===== config.mk =====
export PLATFORM = sky130hd
export DESIGN_NAME = remote_comm
export DESIGN_NICKNAME = d
export VERILOG_FILES = /design/src/rtl/knights_pkg.sv /design/src/rtl/remote_uart.sv /design/src/rtl/remote_comm.sv
export SDC_FILE = /design/constraint.sdc
export NUM_CORES = 1
export LEC_CHECK = 0
export CAP_MARGIN = 20
export CORE_MARGIN = 1
export CORE_UTILIZATION = 56
export CTS_BUF_LIST = sky130_fd_sc_hd__clkbuf_2 sky130_fd_sc_hd__clkbuf_4 sky130_fd_sc_hd__clkbuf_8
export DETAILED_ROUTE_END_ITERATION = 10
export PLACE_DENSITY_LB_ADDON = 0.15
export SLEW_MARGIN = 20
export SYNTH_ARGS = -nofsm -noshare
export SYNTH_HDL_FRONTEND = slang
export SYNTH_SLANG_ARGS = --single-unit

===== constraint.sdc =====
create_clock -name clk -period 1.9 [get_ports clk]
set_input_delay 0.57 -clock clk [delete_from_list [all_inputs] [get_ports clk]]
set_output_delay 0.57 -clock clk [all_outputs]
set_load 0.02 [all_outputs]

===== src/rtl/knights_pkg.sv =====
// Shared constants and the top-level state type for the robot command link.
package knights_pkg;

    localparam logic [7:0] RESP_DONE = 8'hA5;
    localparam logic [7:0] RESP_BUSY = 8'h5A;

    typedef enum logic [1:0] {
        IDLE,
        TX_HI,
        TX_LO,
        WAIT_RESP
    } comm_state_e;

endpackage


===== src/rtl/remote_uart.sv =====
// 8N1 byte serializer and deserializer; BAUD_DIV clocks per bit.
module remote_uart #(
    parameter int BAUD_DIV = 434
) (
    input  logic       clk,
    input  logic       rst_n,
    input  logic       trmt,
    input  logic [7:0] tx_data,
    output logic       tx_done,
    output logic       TX,
    input  logic       RX,
    output logic       rx_rdy,
    output logic [7:0] rx_data
);

    localparam int CNT_W = $clog2(BAUD_DIV);
    localparam logic [CNT_W-1:0] BAUD_LAST = CNT_W'(BAUD_DIV - 1);
    localparam logic [CNT_W-1:0] HALF_LAST = CNT_W'(BAUD_DIV / 2 - 1);

    logic             tx_busy_q, tx_busy_d;
    logic [9:0]       tx_shift_q, tx_shift_d;
    logic [CNT_W-1:0] tx_cnt_q, tx_cnt_d;
    logic [3:0]       tx_idx_q, tx_idx_d;

    logic             rx_ff1_q, rx_ff2_q, rx_prev_q;
    logic             rx_busy_q, rx_busy_d;
    logic [7:0]       rx_shift_q, rx_shift_d;
    logic [CNT_W-1:0] rx_cnt_q, rx_cnt_d;
    logic [3:0]       rx_idx_q, rx_idx_d;
    logic             rx_rdy_q, rx_rdy_d;

    // The shift register idles at all ones so TX reads straight from bit 0.
    always_comb begin
        tx_busy_d  = tx_busy_q;
        tx_shift_d = tx_shift_q;
        tx_cnt_d   = tx_cnt_q;
        tx_idx_d   = tx_idx_q;
        if (!tx_busy_q) begin
            if (trmt) begin
                tx_busy_d  = 1'b1;
                tx_shift_d = {1'b1, tx_data, 1'b0};
                tx_cnt_d   = '0;
                tx_idx_d   = '0;
            end
        end else if (tx_cnt_q != BAUD_LAST) begin
            tx_cnt_d = tx_cnt_q + CNT_W'(1);
        end else begin
            tx_cnt_d = '0;
            if (tx_idx_q == 4'd9) begin
                tx_busy_d = 1'b0;
            end else begin
                tx_idx_d   = tx_idx_q + 4'd1;
                tx_shift_d = {1'b1, tx_shift_q[9:1]};
            end
        end
    end

    assign tx_done = tx_busy_q && (tx_cnt_q == BAUD_LAST) && (tx_idx_q == 4'd9);
    assign TX      = tx_shift_q[0];

    // Index 0 is the start-bit midpoint; a high sample there is a glitch and is dropped.
    always_comb begin
        rx_busy_d  = rx_busy_q;
        rx_shift_d = rx_shift_q;
        rx_cnt_d   = rx_cnt_q;
        rx_idx_d   = rx_idx_q;
        rx_rdy_d   = 1'b0;
        if (!rx_busy_q) begin
            if (rx_prev_q && !rx_ff2_q) begin
                rx_busy_d = 1'b1;
                rx_cnt_d  = HALF_LAST;
                rx_idx_d  = '0;
            end
        end else if (rx_cnt_q != '0) begin
            rx_cnt_d = rx_cnt_q - CNT_W'(1);
        end else begin
            rx_cnt_d = BAUD_LAST;
            rx_idx_d = rx_idx_q + 4'd1;
            if (rx_idx_q == 4'd0) begin
                if (rx_ff2_q) rx_busy_d = 1'b0;
            end else if (rx_idx_q == 4'd9) begin
                rx_busy_d = 1'b0;
                rx_rdy_d  = 1'b1;
            end else begin
                rx_shift_d = {rx_ff2_q, rx_shift_q[7:1]};
            end
        end
    end

    assign rx_rdy  = rx_rdy_q;
    assign rx_data = rx_shift_q;

    always_ff @(posedge clk or negedge rst_n) begin
        if (!rst_n) begin
            tx_busy_q  <= 1'b0;
            tx_shift_q <= '1;
            tx_cnt_q   <= '0;
            tx_idx_q   <= '0;
            rx_ff1_q   <= 1'b1;
            rx_ff2_q   <= 1'b1;
            rx_prev_q  <= 1'b1;
            rx_busy_q  <= 1'b0;
            rx_shift_q <= '0;
            rx_cnt_q   <= '0;
            rx_idx_q   <= '0;
            rx_rdy_q   <= 1'b0;
        end else begin
            tx_busy_q  <= tx_busy_d;
            tx_shift_q <= tx_shift_d;
            tx_cnt_q   <= tx_cnt_d;
            tx_idx_q   <= tx_idx_d;
            rx_ff1_q   <= RX;
            rx_ff2_q   <= rx_ff1_q;
            rx_prev_q  <= rx_ff2_q;
            rx_busy_q  <= rx_busy_d;
            rx_shift_q <= rx_shift_d;
            rx_cnt_q   <= rx_cnt_d;
            rx_idx_q   <= rx_idx_d;
            rx_rdy_q   <= rx_rdy_d;
        end
    end

endmodule


===== src/rtl/remote_comm.sv =====
// Sends a 16-bit command as two UART bytes, then collects robot responses
// until a non-progress byte arrives or the response gap times out.
module remote_comm
    import knights_pkg::*;
#(
    parameter int          BAUD_DIV = 434,
    parameter logic [25:0] RESP_TMO = 26'd50_000_000
) (
    input  logic        clk,
    input  logic        rst_n,
    input  logic        snd_cmd,
    input  logic [15:0] cmd,
    input  logic        RX,
    output logic        TX,
    output logic        cmd_snt,
    output logic        resp_rdy,
    output logic [7:0]  resp,
    output logic        busy,
    output logic        tmo
);

    localparam logic [25:0] TMO_LAST = RESP_TMO - 26'd1;

    comm_state_e state_q;
    logic [15:0] cmd_q;
    logic [7:0]  tx_data_q;
    logic        trmt_q;
    logic        cmd_snt_q;
    logic        resp_rdy_q;
    logic [7:0]  resp_q;
    logic        tmo_q;
    logic [25:0] tmo_cnt_q, tmo_cnt_d;

    logic        tx_done;
    logic        rx_rdy;
    logic [7:0]  rx_data;

    remote_uart #(.BAUD_DIV(BAUD_DIV)) u_uart (
        .clk     (clk),
        .rst_n   (rst_n),
        .trmt    (trmt_q),
        .tx_data (tx_data_q),
        .tx_done (tx_done),
        .TX      (TX),
        .RX      (RX),
        .rx_rdy  (rx_rdy),
        .rx_data (rx_data)
    );

    // Counts clocks since the last response byte; parks at its terminal value.
    always_comb begin
        tmo_cnt_d = tmo_cnt_q;
        if (state_q == TX_LO && tx_done) begin
            tmo_cnt_d = '0;
        end else if (state_q == WAIT_RESP) begin
            if (rx_rdy)
                tmo_cnt_d = '0;
            else if (tmo_cnt_q != TMO_LAST)
                tmo_cnt_d = tmo_cnt_q + 26'd1;
        end
    end

    always_ff @(posedge clk or negedge rst_n) begin
        if (!rst_n) tmo_cnt_q <= '0;
        else        tmo_cnt_q <= tmo_cnt_d;
    end

    always_ff @(posedge clk or negedge rst_n) begin
        if (!rst_n) begin
            state_q    <= IDLE;
            cmd_q      <= '0;
            tx_data_q  <= '0;
            trmt_q     <= 1'b0;
            cmd_snt_q  <= 1'b0;
            resp_rdy_q <= 1'b0;
            resp_q     <= '0;
            tmo_q      <= 1'b0;
        end else begin
            trmt_q     <= 1'b0;
            resp_rdy_q <= 1'b0;
            case (state_q)
                IDLE: begin
                    if (snd_cmd) begin
                        cmd_q     <= cmd;
                        cmd_snt_q <= 1'b0;
                        tmo_q     <= 1'b0;
                        tx_data_q <= cmd[15:8];
                        trmt_q    <= 1'b1;
                        state_q   <= TX_HI;
                    end
                end
                TX_HI: begin
                    if (tx_done) begin
                        tx_data_q <= cmd_q[7:0];
                        trmt_q    <= 1'b1;
                        state_q   <= TX_LO;
                    end
                end
                TX_LO: begin
                    if (tx_done) begin
                        cmd_snt_q <= 1'b1;
                        state_q   <= WAIT_RESP;
                    end
                end
                WAIT_RESP: begin
                    // A byte landing on the timeout clock takes priority.
                    if (rx_rdy) begin
                        resp_q     <= rx_data;
                        resp_rdy_q <= 1'b1;
                        if (rx_data != RESP_BUSY) state_q <= IDLE;
                    end else if (tmo_cnt_q == TMO_LAST) begin
                        tmo_q   <= 1'b1;
                        state_q <= IDLE;
                    end
                end
                default: state_q <= IDLE;
            endcase
        end
    end

    assign cmd_snt  = cmd_snt_q;
    assign resp_rdy = resp_rdy_q;
    assign resp     = resp_q;
    assign tmo      = tmo_q;
    assign busy     = (state_q != IDLE);

endmodule

==> reports/qor.yml <==
synthesis:
  seq_area_frac_synth_pct: 50.43
  synthCells: 497
  synthArstFlopShare_pct: 100.0
  syn_nets: 531
  synth-main-ff-cell: "dfrtp_1"
  synthDistinctLibCells: 61
  synth-seq-cells: 105
  yosysWarnings: 0
  avgSynthCellArea_um2: 10.54
  synth_area_um2: 5240
  synth_edf_count: 0
clock_tree:
  tritoncts: "yes"
  clockBufferDepth: 2
  path_clk_slew_ps: 100
  htreeDepth: 3
  clock-sinks: 105
  cts_root_buf: "clkbuf_8"
  worstSkewPairLatency_ps: 370
  cts_buffers: 9
routing:
  drc_errors: 0
  wl_um: 11900
  drtIter0Drc: 157
  drt-pass1-iter-count: 4
  detail-route-antenna-nets: 0
  vias: 4125
  wl_per_cell_um: 16.91
  via_per_inst: 5.859
layout:
  fin_util_pct: 74.78
  stdcell_area_um2: 6649
  drive_gt1_share_pct: 30.20
  num-nets-final: 625
  syn2layout_area_growth_pct: 26.89
  antennaDiodeCount: 0
  final_cells: 704
placement:
  gp_congestion: 0.8945
  placed_cells: 676
  portBuffers: 32
  dpl.hpwl_um: 8025
  post_dp_cell_area_um2: 6130
die:
  start_util_pct: 58.94
  core_um2: 8891
  die_y_um: 98.73
  die-area_um2: 9748
  die_x_um: 98.73
  std_cell_rows: 34
  pin_count: 33
global_route:
  grt_pass1_wl_um: 19190
  antenna_found_initial: 0
  grt_pass1_vias: 4065
  grt_overflow_total: 0
  track_usage_pct: 25.00
  grt_max_degree: 52
worst_hold_path:
  min-delay-path-class: "input pin to asynchronous set/reset pin"
flow_run:
  drv_cap: 0
setup_path:
  path_buf_inv: 2
  crit_slowest_cell: "dfrtp_1"
  crit_path_start_kind: "flip-flop"
  worstPathMaxFanout: 8
  max_stage_delay_ps: 400
  cp_cell_sequence: "inv_2 > ha_1 > nand4b_1 > nor3_2 > nand2_2 > a21oi_4 > buf_12 > mux2_2"
  crit_required_ps: 2170
  crit_path_end_kind: "flip-flop"
  critPathKind: "flip-flop to flip-flop"
  worstPathArrival_ps: 2250
  critPathTopFamily: "simple AND/OR/NAND/NOR gates"
power:
  ir_drop_uv: 764.9
  powerDensity_nw_per_um2: 715.7
  p_leak_nw: 3.050
timing:
  tightest_slew_ps: 573.0
  setup-tns-final_ps: -528.2
  slew_violations: 0
  rsz0062_at_grt: "true"
  skew_ps: 12.08
  whs_ps: 80.22
  period_share_pct: 104.5
  relSlewSlack_pct: 61.66
  fmax_mhz: 503.7
  finalSetupViolations: 10
  fin_crit_ps: 1985
  final_hold_viol_count: 0
  finalWorstSetupSlack_ps: -85.16
run_status:
  failed_checks: "negative setup slack"
  status: "finished, violations left"
-- per-stage QoR --
stage / setup WS (ps) / total power, W
final: -85.16 / 0.004758
after global routing: -160.5 / 0.004949
after global placement: -34.64 / 0.003006
after detailed placement: -58.34 / 0.003038
after floorplan: -73.67 / 0.002826
after CTS: -66.69 / 0.004717
-- final cells by class --
cell class | instances | area, µm²
clock buffer | 9 | 123.9
clock inverter | 7 | 125.1
fill | 605 | 2242
inverter | 21 | 78.83
multi-input combinational | 353 | 2631
sequential | 105 | 2645
tap | 108 | 135.1
timing repair buffer | 101 | 909.6
-- kinds of logic after synthesis --
kind of cell,share of synthesized area (%)
compound gates,10.60
flops,50.43
fa+ha+maj,3.343
buf+inv,2.961
xor+xnor,3.343
mux,11.08
simple gates,18.24
-- routing by layer --
metal	part of all wire (%)	up-vias	track usage, %	wire length (µm)
met5	0	-	0	0
met4	1.6	0	8.152	191
met3	3.8	20	3.759	458
met2	50	113	41.98	5915
met1	45	2026	33.59	5337
li1	-	1966	-	-
-- cells in the mapped netlist (all sizes together) (3+ instances only) --
| library cell | count | area (µm²) |
|---|---|---|
| dfrtp | 93 | 2327 |
| nor2 | 46 | 182.7 |
| nand2 | 43 | 161.4 |
| mux2 | 40 | 450.4 |
| o21ai | 33 | 165.2 |
| inv | 21 | 78.83 |
| a21oi | 18 | 93.84 |
| nand3 | 18 | 100.1 |
| xnor2 | 15 | 131.4 |
| ha | 14 | 175.2 |
| mux2i | 13 | 130.1 |
| clkbuf | 12 | 45.04 |
| dfstp | 12 | 315.3 |
| nor3 | 11 | 60.06 |
| nand4 | 10 | 62.56 |
| a31oi | 9 | 56.30 |
| nor4 | 8 | 50.05 |
| buf | 6 | 31.28 |
| and4 | 5 | 43.79 |
| nand2b | 5 | 31.28 |
| o31ai | 5 | 37.54 |
| or2 | 5 | 31.28 |
| xor2 | 5 | 43.79 |
| a22o | 4 | 35.03 |
| and3 | 4 | 25.02 |
| nor4bb | 4 | 40.04 |
| nand3b | 3 | 22.52 |
| nand4b | 3 | 41.29 |
| nor2b | 3 | 18.77 |
| or3 | 3 | 18.77 |
| or4 | 3 | 26.27 |
-- placed cells by master, fill, tap and decap left out, drive strengths merged, types with 10 or more instances in the layout --
| master | synthesis | routed |
|---|---|---|
| inv | 21 | 23 |
| xnor2 | 15 | 15 |
| nand3 | 18 | 18 |
| dlygate4sd2 | 0 | 10 |
| mux2i | 13 | 13 |
| nor3 | 11 | 11 |
| buf | 6 | 71 |
| dfstp | 12 | 12 |
| nand2 | 43 | 43 |
| a21oi | 18 | 18 |
| clkdlybuf4s50 | 0 | 19 |
| dfrtp | 93 | 93 |
| nor2 | 46 | 46 |
| o21ai | 33 | 33 |
| mux2 | 40 | 40 |
| ha | 14 | 14 |
| nand4 | 10 | 10 |
-- worst reg2reg max path, stage by stage, from the launching register on --
cell      delay (ps)
dfrtp_1          400
inv_2             60
ha_1             130
nand4b_1         210
nor3_2           320
nand2_2          120
a21oi_4          190
buf_12           150
mux2_2           330
-- worst paths after layout --
path | slack, ps | end | depth (start not counted) | startpoint
min in group clk | 360 | u_uart.rx_ff2_q | 0 | u_uart.rx_ff1_q
max | -90 | tx_data_q[1] | 8 | u_uart.tx_cnt_q[1]
max in group asynchronous | 1200 | u_uart.tx_shift_q[2] | 2 | rst_n
min reg2reg | 360 | u_uart.rx_ff2_q | 0 | u_uart.rx_ff1_q
max reg2reg | -90 | tx_data_q[1] | 8 | u_uart.tx_cnt_q[1]
min | 80 | tmo_cnt_q[12] | 1 | rst_n
-- repair_timing --
action | CTS | global route
setup buffers | 4 | 7
endpoints found under the setup margin | 43 | 41
hold buffers | 0 | 0
resized for setup | 20 | 41
pin swaps | 4 | 11
cloned | 1 | 0
-- registers in the layout, indices dropped and copies added, names as in the netlist, 2 cells and up --
signal / count
resp: 8
u_uart.tx_idx_q: 4
u_uart.tx_shift_q: 9
state_q: 2
u_uart.rx_data: 8
u_uart.tx_cnt_q: 9
tmo_cnt_q: 26
tx_data_q: 8
cmd_q: 8
u_uart.rx_idx_q: 4
u_uart.rx_cnt_q: 9
-- report_power, final --
part	switching [W]	internal (W)	total [W]
logic	0.000273	0.000295	0.000568
registers	0.000135	0.00236	0.00250
clock network	0.000802	0.000889	0.00169
Power figures use the tool's default switching activity.
